[config.mk]
export PLATFORM = sky130hd
export DESIGN_NAME = serial_adder_ctrl
export DESIGN_NICKNAME = d
export VERILOG_FILES = /design/src/rtl/serial_adder_ctrl.sv
export SDC_FILE = /design/constraint.sdc
export NUM_CORES = 1
export LEC_CHECK = 0
export CORE_MARGIN = 4
export CORE_UTILIZATION = 45
export DETAILED_ROUTE_END_ITERATION = 7
export PLACE_DENSITY_LB_ADDON = 0.1
export SYNTH_ARGS = -nofsm -noshare
export SYNTH_HDL_FRONTEND = slang
export SYNTH_SLANG_ARGS = --single-unit
[constraint.sdc]
create_clock -name clk -period 2.15 [get_ports clk]
set_input_delay 0.5375 -clock clk [delete_from_list [all_inputs] [get_ports clk]]
set_output_delay 0.5375 -clock clk [all_outputs]
set_load 0.02 [all_outputs]
[src/rtl/serial_adder_ctrl.sv]
// Bit-serial adder: one full adder reused LSB-first over WIDTH cycles, start/busy/done handshake.
// Optional subtract mode with signed-overflow flag is enabled by defining SERIAL_ADDER_CTRL_SUB_EN.

module full_adder (
    input  logic x,
    input  logic y,
    input  logic ci,
    output logic s,
    output logic co
);
    assign s  = x ^ y ^ ci;
    assign co = (x & y) | (ci & (x ^ y));
endmodule

module serial_adder_ctrl #(
    parameter int WIDTH = 16
) (
    input  logic             clk,
    input  logic             reset,
    input  logic             start,
    input  logic [WIDTH-1:0] a,
    input  logic [WIDTH-1:0] b,
    input  logic             cin,
    output logic             busy,
    output logic             done,
    output logic [WIDTH-1:0] sum,
    output logic             cout
`ifdef SERIAL_ADDER_CTRL_SUB_EN
    ,
    input  logic             sub,
    output logic             ovf
`endif
);
    localparam int CW = $clog2(WIDTH);

    typedef enum logic [1:0] {
        IDLE = 2'd0,
        RUN  = 2'd1,
        DONE = 2'd2
    } state_t;

    state_t           state;
    state_t           state_nxt;
    logic [WIDTH-1:0] op_a;
    logic [WIDTH-1:0] op_b;
    logic [WIDTH-1:0] acc;
    logic [CW-1:0]    cnt;
    logic             carry_q;
    logic             fa_s;
    logic             fa_co;
    logic             last;
    logic             accept;

    full_adder u_fa (
        .x  (op_a[0]),
        .y  (op_b[0]),
        .ci (carry_q),
        .s  (fa_s),
        .co (fa_co)
    );

    assign last   = (cnt == CW'(WIDTH - 1));
    assign accept = (state == IDLE) && start;
    assign busy   = (state == RUN);
    assign done   = (state == DONE);

    always_ff @(posedge clk or posedge reset) begin
        if (reset) begin
            state <= IDLE;
        end else begin
            state <= state_nxt;
        end
    end

    always_comb begin
        state_nxt = state;
        case (state)
            IDLE:    if (start) state_nxt = RUN;
            RUN:     if (last)  state_nxt = DONE;
            DONE:    state_nxt = IDLE;
            default: state_nxt = IDLE;
        endcase
    end

    always_ff @(posedge clk or posedge reset) begin
        if (reset) begin
            op_a    <= '0;
            op_b    <= '0;
            acc     <= '0;
            cnt     <= '0;
            carry_q <= 1'b0;
            sum     <= '0;
            cout    <= 1'b0;
`ifdef SERIAL_ADDER_CTRL_SUB_EN
            ovf     <= 1'b0;
`endif
        end else if (accept) begin
            op_a <= a;
            acc  <= '0;
            cnt  <= '0;
`ifdef SERIAL_ADDER_CTRL_SUB_EN
            // Subtract as a + ~b + 1; cin is ignored in that mode.
            op_b    <= sub ? ~b : b;
            carry_q <= sub | cin;
`else
            op_b    <= b;
            carry_q <= cin;
`endif
        end else if (state == RUN) begin
            op_a    <= op_a >> 1;
            op_b    <= op_b >> 1;
            carry_q <= fa_co;
            acc     <= {fa_s, acc[WIDTH-1:1]};
            cnt     <= cnt + CW'(1);
            if (last) begin
                sum  <= {fa_s, acc[WIDTH-1:1]};
                cout <= fa_co;
`ifdef SERIAL_ADDER_CTRL_SUB_EN
                // carry_q here is the carry into the MSB.
                ovf  <= carry_q ^ fa_co;
`endif
            end
        end
    end
endmodule

==> out/metrics.cfg <==
[outcome]
outcome = finished clean

[detailed_routing]
routed_wire_length_per_instance_um = 15.2
vias = 2321
drt-vias-per-instance = 5.39
antenna_left = 0
drt_first_iter_violations = 143
routed_wl_um = 6530
dr.pass1.iters = 4
drcViolationCount = 0

[timing]
worstMarginPinSlew_ns = 0.387
hold_slack_ns = 0.483
post-route-period-util_pct = 86.1
fmax_mhz = 540
grt_setup_unrepaired = no
period_minus_slack_ns = 1.85
drv_slew = 0
relSlewSlack_pct = 74.2
clock_skew_ns = 0.0104
finalSetupViolCount = 0
finalHoldViolCount = 0
tns_ns = 0

[pwr]
vdd_drop_max_uv = 809
power_leakage_nw = 1.82
power_density_nw_per_um2 = 1330
finalPower_mw = 5.38

[worst_setup_path]
path_class = reg2out
crit_slowest_cell = clkdlybuf4s50_1
end_kind = output port
worstPathRequired_ns = 1.61
critPathBufInv = 1
start_kind = register
worstPathMaxFanout = 2
cpLargestDelayFamily = buffers and inverters
slowest_delay_ns = 0.61
worstPathArrival_ns = 1.31
crit_chain = clkdlybuf4s50_1

[floorplan]
core_um2 = 6830
die_w_um = 92.0
rows = 30
start_util_pct = 46.4
ios = 55
die_h_um = 92.0
dieArea_um2 = 8460

[cts]
cts-root-buf = clkbuf_8
path_clk_slew_ns = 0.07
cts.sinks = 71
cts_tree = built
htree_levels = 3
cts_buffers = 9
postCtsHoldBufs = 0
clkLatencyLatePin_ns = 0.34
post_cts_buffers = 0
ctsLongestPathBuffers = 2

[global_route]
grt_use_total_pct = 16.8
grt_pass1_vias = 2351
antenna_found_initial = 0
grt_start_max_net_pins = 72
grt_pass1_wl_um = 11400
grt.overflow.total = 0

[layout]
fin_nets = 368
antenna_cells = 0
final_common_cell = dfrtp_1
layout_common_cells = dfrtp_1 (70), clkdlybuf4s50_1 (52), o21ai_0 (35)
drive_gt1_share_pct = 14.0
final_cell_area_um2 = 4040
utilization_pct = 59.1
area_growth_pct = 27.2

[yosys]
synth_nets = 318
synth.avg_cell_area_um2 = 11.3
ys_types = 25
ys.warnings.count = 0
synth-seq-cells = 71
postSynthCellCount = 280
synth_edf_count = 0
netlist_area_um2 = 3170
synthFlopType = dfrtp_1
ys_seq_area_share_pct = 56.0
async_flop_share_pct = 100

[placement]
numPortBuffers = 54
place_congestion = 0.777
dp_hpwl_um = 4090
placed_cell_area_um2 = 3810

[worst_hold_path]
hp-class = reg2reg

[flow_run]
timing.max_cap.violations = 0

## where the power goes
| part | switching [mW] | leakage (nW) | internal (mW) |
|---|---|---|---|
| Clock | 0.512 | 0.105 | 0.654 |
| Sequential | 0.369 | 0.931 | 1.85 |
| Combinational | 0.978 | 0.781 | 1.01 |
| Total | 1.86 | 1.82 | 3.52 |
## per-stage QoR
stage / std cells / setup WS (ns)
2_1_floorplan: 280 / 0.464
3_3_place_gp: 415 / 0.366
3_5_place_dp: 415 / 0.293
4_1_cts: 431 / 0.00890
5_1_grt: 431 / 0.230
6_report: 431 / 0.299
## Yosys cell counts, drive strengths merged, types with 2 or more instances
cell type	count	share of area [%]
buf	6	1.9
nor2b	20	4.2
dfrtp	71	56
inv	2	0.24
mux2	17	7.1
a22oi	15	3.5
and3b	16	4.4
o21ai	35	5.5
nand2	20	2.4
clkbuf	18	2.1
a22o	16	4.4
a21oi	34	5.4
a41oi	2	0.55
## tightest hold or removal path, delay by kind of cell (launching register included)
kind / cells / cell delay, ns
simple gates: 1 / 0.04
flops: 1 / 0.35
compound gates: 1 / 0.06
## logic make-up (layout without fill, tap and decap cells)
group,count (synthesis),in the layout,share of synthesized area [%]
fa+ha+maj,2,2,1.03
simple gates,60,60,11.8
buf+inv,26,81,4.22
mux,17,17,7.10
compound gates,104,104,19.8
flops,71,71,56.0
## per-layer routing
layer,wire [um],vias up,global-route usage [%]
met1,3090,1137,23.4
met2,2980,66,25.4
met5,0,-,0
li1,-,1107,-
met3,347,11,3.45
met4,111,0,7.43
## layout make-up
type,instances,area (um^2)
tap,96,120
clock inverter,7,97.6
fill,593,2800
clock buffer,9,124
timing repair buffer,63,638
multi-input combinational,183,1270
inverter,2,11.3
sequential,71,1780
## repair_timing
action,in CTS,in global routing
endpoints found under the hold margin,0,0
endpoints found under the setup margin,1,2
resized for setup,1,2
## path summary, 6_finish.rpt
check / slack [ns] / cells after the start / to / from
min in group asynchronous: 0.64 / 3 / sum[13] / reset
max in group asynchronous: 1.19 / 3 / state[0] / reset
hold reg to reg: 0.48 / 2 / op_b[6] / op_b[6]
hold / removal: 0.48 / 2 / op_b[6] / op_b[6]
setup / recovery: 0.30 / 1 / cout / cout
setup reg to reg: 0.50 / 3 / sum[11] / cnt[0]
## state kept, by name, summed over array words and instances (netlist names)
signal	flops
acc	15
carry_q	1
cnt	4
cout	1
op_a	16
op_b	16
state	2
sum	16
Power figures use the tool's default switching activity.
